**src/rtl/clock_pkg.sv**
```systemverilog
// clock_pkg: alarm ring FSM state encoding and default ring/snooze durations.
package clock_pkg;
    typedef enum logic [1:0] {
        ST_IDLE   = 2'd0,
        ST_RING   = 2'd1,
        ST_SNOOZE = 2'd2,
        ST_LOCK   = 2'd3
    } state_t;
    localparam int RING_SEC   = 60;
    localparam int SNOOZE_SEC = 300;
endpackage

```
**src/rtl/alarm_ring_ctrl_sec_timer.sv**
```systemverilog
// sec_timer: clearable second counter with tick enable and terminal-count compare.
module sec_timer #(
    parameter int CNT_W = 9
) (
    input  logic             CP,
    input  logic             CR,
    input  logic             clr,
    input  logic             tick,
    input  logic [CNT_W-1:0] term,
    output logic [CNT_W-1:0] cnt,
    output logic [CNT_W-1:0] cnt_nxt,
    output logic             done
);
    assign cnt_nxt = clr ? '0 : tick ? cnt + 1'b1 : cnt;
    assign done    = tick & (cnt == term);
    always_ff @(posedge CP or posedge CR)
        if (CR) cnt <= '0;
        else    cnt <= cnt_nxt;
endmodule

```
**src/rtl/alarm_ring_ctrl.sv**
```systemverilog
// alarm_ring_ctrl: ring/snooze/stop/timeout sequencer driven by the alarm match level.
module alarm_ring_ctrl
    import clock_pkg::*;
#(
    parameter int RING_SEC   = clock_pkg::RING_SEC,
    parameter int SNOOZE_SEC = clock_pkg::SNOOZE_SEC,
    parameter int MAX_SNOOZE = 3,
    parameter int CNT_W      = 9
) (
    input  logic       CP,
    input  logic       CR,
    input  logic       tick_1hz,
    input  logic       alarm_en,
    input  logic       alarm_hit,
    input  logic       snooze_btn,
    input  logic       stop_btn,
    output logic       ring,
    output logic       light,
    output logic [1:0] state,
    output logic [1:0] snooze_cnt
);
    state_t           cur, nxt;
    logic             hit_q, hit_rise, clr, done, snz_ok, timing;
    logic [1:0]       sc_nxt;
    logic [CNT_W-1:0] sec_cnt, sec_nxt, term;

    assign hit_rise = alarm_hit & ~hit_q;
    assign snz_ok   = snooze_cnt < 2'(MAX_SNOOZE);
    assign timing   = (cur == ST_RING) || (cur == ST_SNOOZE);
    assign term     = (cur == ST_RING) ? CNT_W'(RING_SEC - 1) : CNT_W'(SNOOZE_SEC - 1);
    // Every state change restarts the second count, so it never wraps.
    assign clr      = nxt != cur;
    assign state    = cur;

    sec_timer #(.CNT_W(CNT_W)) u_timer (
        .CP     (CP),
        .CR     (CR),
        .clr    (clr),
        .tick   (tick_1hz & timing),
        .term   (term),
        .cnt    (sec_cnt),
        .cnt_nxt(sec_nxt),
        .done   (done)
    );

    always_comb begin
        nxt    = cur;
        sc_nxt = snooze_cnt;
        case (cur)
            ST_IDLE: if (hit_rise && alarm_en) begin
                nxt    = ST_RING;
                sc_nxt = '0;
            end
            ST_RING: if (!alarm_en || stop_btn) nxt = ST_LOCK;
            else if (snooze_btn) begin
                nxt    = snz_ok ? ST_SNOOZE : ST_LOCK;
                sc_nxt = snz_ok ? snooze_cnt + 2'd1 : snooze_cnt;
            end
            else if (done) nxt = ST_LOCK;
            ST_SNOOZE: if (!alarm_en || stop_btn) nxt = ST_LOCK;
            else if (done) nxt = ST_RING;
            default: if (!alarm_hit) nxt = ST_IDLE;
        endcase
    end

    // ring/light are computed from next-state values so they stay registered yet in step with state.
    always_ff @(posedge CP or posedge CR)
        if (CR) begin
            cur        <= ST_IDLE;
            hit_q      <= 1'b0;
            snooze_cnt <= '0;
            ring       <= 1'b0;
            light      <= 1'b0;
        end else begin
            cur        <= nxt;
            hit_q      <= alarm_hit;
            snooze_cnt <= sc_nxt;
            ring       <= nxt == ST_RING;
            light      <= (nxt == ST_RING) & ~sec_nxt[0];
        end
endmodule

```
**config.mk**
```make
export PLATFORM = sky130hd
export DESIGN_NAME = alarm_ring_ctrl
export DESIGN_NICKNAME = d
export VERILOG_FILES = /design/src/rtl/clock_pkg.sv /design/src/rtl/alarm_ring_ctrl_sec_timer.sv /design/src/rtl/alarm_ring_ctrl.sv
export SDC_FILE = /design/constraint.sdc
export NUM_CORES = 1
export LEC_CHECK = 0
export CAP_MARGIN = 5
export CORE_MARGIN = 2
export CORE_UTILIZATION = 45
export CTS_BUF_LIST = sky130_fd_sc_hd__clkbuf_4 sky130_fd_sc_hd__clkbuf_8
export DETAILED_ROUTE_END_ITERATION = 7
export HOLD_SLACK_MARGIN = 0.02
export PLACE_DENSITY_LB_ADDON = 0.3
export SETUP_SLACK_MARGIN = 0.3
export SLEW_MARGIN = 40
export SYNTH_ARGS = -nofsm -noshare
export SYNTH_HDL_FRONTEND = slang
export SYNTH_SLANG_ARGS = --single-unit
export TNS_END_PERCENT = 20
```
**constraint.sdc**
```tcl
create_clock -name CP -period 2.1 [get_ports CP]
set_input_delay 0.42 -clock CP [delete_from_list [all_inputs] [get_ports CP]]
set_output_delay 0.42 -clock CP [all_outputs]
set_load 0.01 [all_outputs]
```
==> results of run 1 <==
[power groups by stage]
stage	Sequential [mW]	Combinational (mW)	Clock (mW)
2_1_floorplan	0.484	0.722	0
3_3_place_gp	0.440	1.19	0
3_5_place_dp	0.443	1.22	0
4_1_cts	0.429	1.47	0.193
5_1_grt	0.436	1.86	0.204
6_report	0.428	1.73	0.189
[flip-flops by register name, indices dropped and copies added, names as in the netlist]
signal	cells
snooze_cnt	2
state	2
hit_q	1
u_timer.cnt	9
light	1
ring	1
[metrics by stage]
step                util [%]  area, sq um  cells
floorplan                  -         1085    107
global placement       60.97         1349    162
detailed placement     60.97         1349    162
CTS                    66.23         1465    170
global route           70.64         1563    172
finish                 70.64         1563    172
[worst max-delay path, stage by stage (launching register included)]
cell	delay, ns
dfrtp_2	0.45
buf_6	0.13
ha_4	0.16
nor3b_4	0.21
o2111ai_4	0.15
a311o_1	0.40
buf_4	0.16
o211ai_4	0.19
buf_6	0.17
nor4_2	0.05
[what timing repair did]
item                       4_1_cts  5_1_grt
resized for setup               13       17
cloned                           0        1
setup endpoints to repair       15       15
pin swaps                        6        4
hold endpoints to repair         0        0
hold buffers                     0        0
buffers inserted                 4        1
[logic make-up (layout without fill, tap and decap cells)]
group	Yosys count	count (layout)	share of synthesized area [%]
compound gates	23	23	18.51
buf+inv	9	46	4.626
fa+ha+maj	6	6	7.117
flops	16	16	37.96
xor+xnor	8	8	6.642
mux	2	2	1.898
simple gates	43	43	23.25
[worst paths after layout]
kind | from | to | slack (ns) | cells past startpoint
setup / recovery | state[0] | u_timer.cnt[2] | -0.11 | 9
hold / removal | CR | light | 0.49 | 2
setup reg to reg | state[0] | u_timer.cnt[2] | -0.11 | 9
hold reg to reg | snooze_cnt[0] | snooze_cnt[0] | 0.53 | 1
max in group asynchronous | CR | state[1] | 1.17 | 2
min in group CP | snooze_cnt[0] | snooze_cnt[0] | 0.53 | 1
[synth_stat cells (all sizes together) (2+ instances only)]
cell type,number
nand3,5
a21oi,4
and3b,2
dfrtp,16
o21a,3
buf,2
o21ai,2
nor4,9
ha,6
a211oi,2
nor2,7
inv,6
xor2,4
and3,2
a2111oi,2
nor3,3
nand2,8
mux2i,2
xnor2,4
nand2b,3
[layer usage]
layer / vias up / wire length, um / track usage, %
li1: 474 / - / -
met5: - / 0 / 0
met2: 25 / 1280 / 33.75
met1: 489 / 1240 / 28.83
met3: 8 / 100 / 3.429
met4: 0 / 51 / 9.402
[area by class of cell]
type                    count  area [sq um]  area share [%]
inverters                   6         25.02           1.601
repair buffers             36         316.6           20.26
well taps                  28         35.03           2.242
clock buffers               4         30.03           1.922
flip-flops and latches     16         402.9           25.78
multi-input cells          82         753.2           48.20
==> flow_metrics.py, run 1 <==
metrics = {
    "status": {
        "status": "finished with violations",
        "violations": "negative setup slack",
    },
    "timing": {
        "timing.final.ws_setup_ns": -0.1099,
        "finalHoldViolations": 0,
        "whs_ns": 0.4879,
        "fin_skew_ns": 0.01348,
        "final-setup-viol-count": 11,
        "grt_setup_unrepaired": "yes",
        "setup-tns-final_ns": -0.9286,
        "min_period_over_period_pct": 105.2,
        "slew_headroom_pct": 57.65,
        "drv_slew": 0,
        "fmaxAchievable_ghz": 0.4525,
        "min_period_ns": 2.210,
        "tightestPinTransition_ns": 0.6346,
    },
    "layout": {
        "final_common_cell": "buf_4",
        "fillers": 168,
        "antenna_cells": 0,
        "mostFrequentLayoutCells": "buf_4, dfrtp_1, clkdlybuf4s50_1, nand2_1, nor4_2",
        "design.final.nets": 158,
        "area_growth_pct": 48.16,
        "post_route_cells_drive_above_1_share_pct": 39.58,
    },
    "pwr": {
        "p_int_mw": 1.307,
        "power_leakage_nw": 0.6398,
        "power_frac_comb_pct": 73.8,
        "powerDensity_mw_per_mm2": 1505,
        "swShare_pct": 44.41,
        "switchingPower_mw": 1.044,
        "peakVddDrop_mv": 1.218,
        "clkPwrFrac_pct": 8.0,
        "power_mw": 2.351,
        "seqPwrFrac_pct": 18.2,
    },
    "drt": {
        "vias": 996,
        "drt-pass1-iter-count": 4,
        "antenna_left": 0,
        "vias_per_cell": 5.791,
        "drc": 0,
        "wirelength_um": 2673,
        "drt-wirelength-per-cell_um": 15.54,
        "drtIter0Drc": 30,
    },
    "synthesis": {
        "synth.net_count": 120,
        "yosysSeqAreaShare_pct": 37.96,
        "synth_area_leaders": "dfrtp_1, ha_1, nor4_1, xnor2_1, xor2_1",
        "synth-edff-count": 0,
        "syn_inst": 107,
        "synth-seq-cells": 16,
        "ys_types": 40,
        "synth_area_sq_mm": 0.001055,
        "synth_top_flop_cell": "dfrtp_1",
        "yosys_warnings": 0,
        "synth_top_area_share_pct": 37.96,
        "yosys.area.top_type": "dfrtp_1",
        "synthArstFlopShare_pct": 100.0,
        "postSynthAreaPerCell_sq_um": 9.858,
    },
    "global_route": {
        "grt_use_total_pct": 21.43,
        "antenna_found_initial": 0,
        "grt_max_degree": 17,
        "grt-ovfl-total": 0,
        "grt_pass1_wl_um": 4202,
        "grt_pass1_vias": 934,
    },
    "clock_network": {
        "clockRootBuffer": "clkbuf_4",
        "cts_buffers": 3,
        "h-tree-depth": 1,
        "path_clk_slew_ns": 0.10,
        "clk_path_buf_depth": 2,
        "cts_sinks": 16,
        "clk_latency_ns": 0.30,
        "cts_tree": "built",
    },
    "placement": {
        "dp_slack_ns": -0.3319,
        "dpl.hpwl_um": 1737,
        "port_buffers": 12,
        "gp_congestion": 0.8755,
    },
    "die": {
        "die_y_um": 52.42,
        "row_count": 17,
        "start_util_pct": 47.68,
        "core_sq_mm": 0.002212,
        "io_pins": 13,
        "dieArea_sq_mm": 0.002747,
        "die_w_um": 52.42,
    },
    "critical_path": {
        "crit_type": "flop to flop",
        "required_ns": 2.27,
        "critPathMaxFanout": 5,
        "worstSetupStartpointType": "flop",
        "cp-end-kind": "flop",
        "worstPathArrival_ns": 2.38,
    },
    "job": {
        "cap_violations": 0,
    },
    "worst_hold_path": {
        "worstHoldPathType": "input port to async pin",
    },
}
(Power assumes the default switching activity.)
==> run 2, diff against run 1 <==
- SETUP_SLACK_MARGIN: 0.3 -> 0.15
==> run 2 against run 1 <==
Effect of this change:
- non-clock buffer count is the same
- worst hold slack lost 0.0020 ns
- final cell count is the same
- count of clock-buffer cells in the layout is the same
- the flow still finishes with violations (negative setup slack)
- global-route usage is the same
- critical path type unchanged
- critical endpoint unchanged
- core utilization shrank 1.5 points
- largest power group unchanged
- first-iteration DRC count shrank 20%
- register-to-register slack gained 0.02 ns
- via count shrank 0.80%
==> flow_metrics.py, run 2 (synthesized netlist as in run 1, its figures left out) <==
metrics = {
    "global_route": {
        "grt_pass1_wl_um": 4202,
        "grt_max_degree": 17,
        "grt-ovfl-total": 0,
        "grt_use_total_pct": 21.43,
        "grt_pass1_vias": 930,
        "antenna_found_initial": 0,
    },
    "drt": {
        "top_layer": "met4",
        "drtIter0Drc": 24,
        "antenna_left": 0,
        "vias_per_cell": 5.744,
        "drc": 0,
        "drt-pass1-iter-count": 4,
        "wirelength_um": 2703,
        "drt-wirelength-per-cell_um": 15.72,
        "met3WireLength_um": 148,
        "wl_met1_um": 1220,
        "wl_met2_um": 1274,
        "vias": 988,
    },
    "critical_path": {
        "critPathMaxFanout": 5,
        "cp_top_family": "compound AO/OA/AOI/OAI gates",
        "required_ns": 2.28,
        "crit_start": "state[0]",
        "worstSetupStartpointType": "flop",
        "cp-end-kind": "flop",
        "crit_type": "flop to flop",
        "cp.buffers_inverters": 3,
        "r2r-start": "state[0]",
        "path_cells": "inv_4 > ha_4 > and4_4 > o2111ai_2 > a311o_1 > buf_4 > o211ai_4 > buf_6 > nor4_2",
        "critical-path-slowest-cell": "dfrtp_2",
        "worstPathArrival_ns": 2.36,
        "slowest_delay_ns": 0.42,
    },
    "die": {
        "die_y_um": 52.42,
        "row_count": 17,
        "start_util_pct": 47.68,
        "core_sq_mm": 0.002212,
        "dieArea_sq_mm": 0.002747,
        "io_pins": 13,
        "die_w_um": 52.42,
    },
    "clock_network": {
        "cts_tree": "built",
        "clockRootBuffer": "clkbuf_4",
        "cts_buffers": 3,
        "path_clk_slew_ns": 0.10,
        "clk_latency_ns": 0.30,
        "clk_path_buf_depth": 2,
        "cts_sinks": 16,
        "h-tree-depth": 1,
    },
    "timing": {
        "tightestPinTransition_ns": 0.6397,
        "min_period_ns": 2.186,
        "finalHoldViolations": 0,
        "slew_headroom_pct": 57.31,
        "fmaxAchievable_ghz": 0.4575,
        "final-setup-viol-count": 10,
        "grt_setup_unrepaired": "yes",
        "timing.final.ws_setup_ns": -0.08588,
        "min_period_over_period_pct": 104.1,
        "fin_skew_ns": 0.01058,
        "drv_slew": 0,
    },
    "pwr": {
        "peakVddDrop_mv": 1.181,
        "powerDensity_mw_per_mm2": 1500,
        "power_leakage_nw": 0.6536,
    },
    "layout": {
        "area_growth_pct": 44.96,
        "regArea_sq_um": 402.9,
        "post_route_cells_drive_above_1_share_pct": 37.50,
        "regMostFlops": "u_timer.cnt",
        "final_common_cell": "buf_4",
        "finalInstanceArea_sq_mm": 0.001529,
        "fillers": 174,
        "multi_input_area_sq_um": 715.7,
        "antenna_cells": 0,
        "largest_reg_flops": 9,
        "mostFrequentLayoutCells": "buf_4, dfrtp_1, clkdlybuf4s50_1, nand2_1, nor4_2",
        "instances_no_fill": 172,
        "design.final.nets": 158,
    },
    "placement": {
        "dpl.cell_count": 162,
        "gp_congestion": 0.8755,
        "port_buffers": 12,
        "place_area_sq_mm": 0.001349,
        "dpl.hpwl_um": 1737,
        "dp_slack_ns": -0.3319,
    },
    "job": {
        "cap_violations": 0,
    },
    "status": {
        "violations": "negative setup slack",
        "status": "finished with violations",
    },
    "worst_hold_path": {
        "worstHoldPathType": "input port to async pin",
    },
}
==> run 2: cell types whose count changed in the layout (fill, tap and decap cells not counted), sizes merged <==
cell and delta:
dlygate4sd2 -2, dlymetal6s2s +2
==> run 2: path summary, 6_finish.rpt <==
kind	end	slack (ns)	depth (start not counted)
setup / recovery	u_timer.cnt[2]	-0.09	9
hold / removal	ring	0.49	2
setup reg to reg	u_timer.cnt[2]	-0.09	9
hold reg to reg	snooze_cnt[0]	0.53	1
max in group asynchronous	state[1]	1.17	2
min in group CP	snooze_cnt[0]	0.53	1
==> run 2: timing repair <==
item | CTS | global route
setup buffers | 4 | 1
cloned | 0 | 1
resized for setup | 11 | 11
endpoints found under the setup margin | 11 | 15
hold buffers | 0 | 0
pin swaps | 8 | 2
==> run 2: report_power, final <==
group	switching, mW	internal (mW)
sequential	0.0486	0.380
clock	0.104	0.0871
combinational	0.859	0.814
total	1.01	1.28
==> run 2: per-stage QoR <==
step	setup TNS, ns	utilization [%]	power [mW]	hold WS, ns
after detailed placement	-3.364	60.97	1.668	0.5300
after floorplan	-0.04575	-	1.206	0.3336
after global routing	-1.842	69.12	2.452	0.5588
after global placement	-2.920	60.97	1.633	0.4970
after CTS	-0.02137	66.35	2.105	0.5117
final	-0.7193	69.12	2.293	0.4860
==> run 2: area by class of cell <==
cell class | instances | area share [%]
Clock buffer | 4 | 1.964
Timing Repair Buffer | 36 | 20.95
Sequential cell | 16 | 26.35
Multi-Input combinational cell | 82 | 46.81
Inverter | 6 | 1.637
Tap cell | 28 | 2.291
==> run 2: per-layer routing <==
layer  global-route usage [%]  up-vias
met5                        0        -
met4                    9.402        0
met3                    3.429        4
met2                    33.54       32
met1                    29.01      479
li1                         -      473
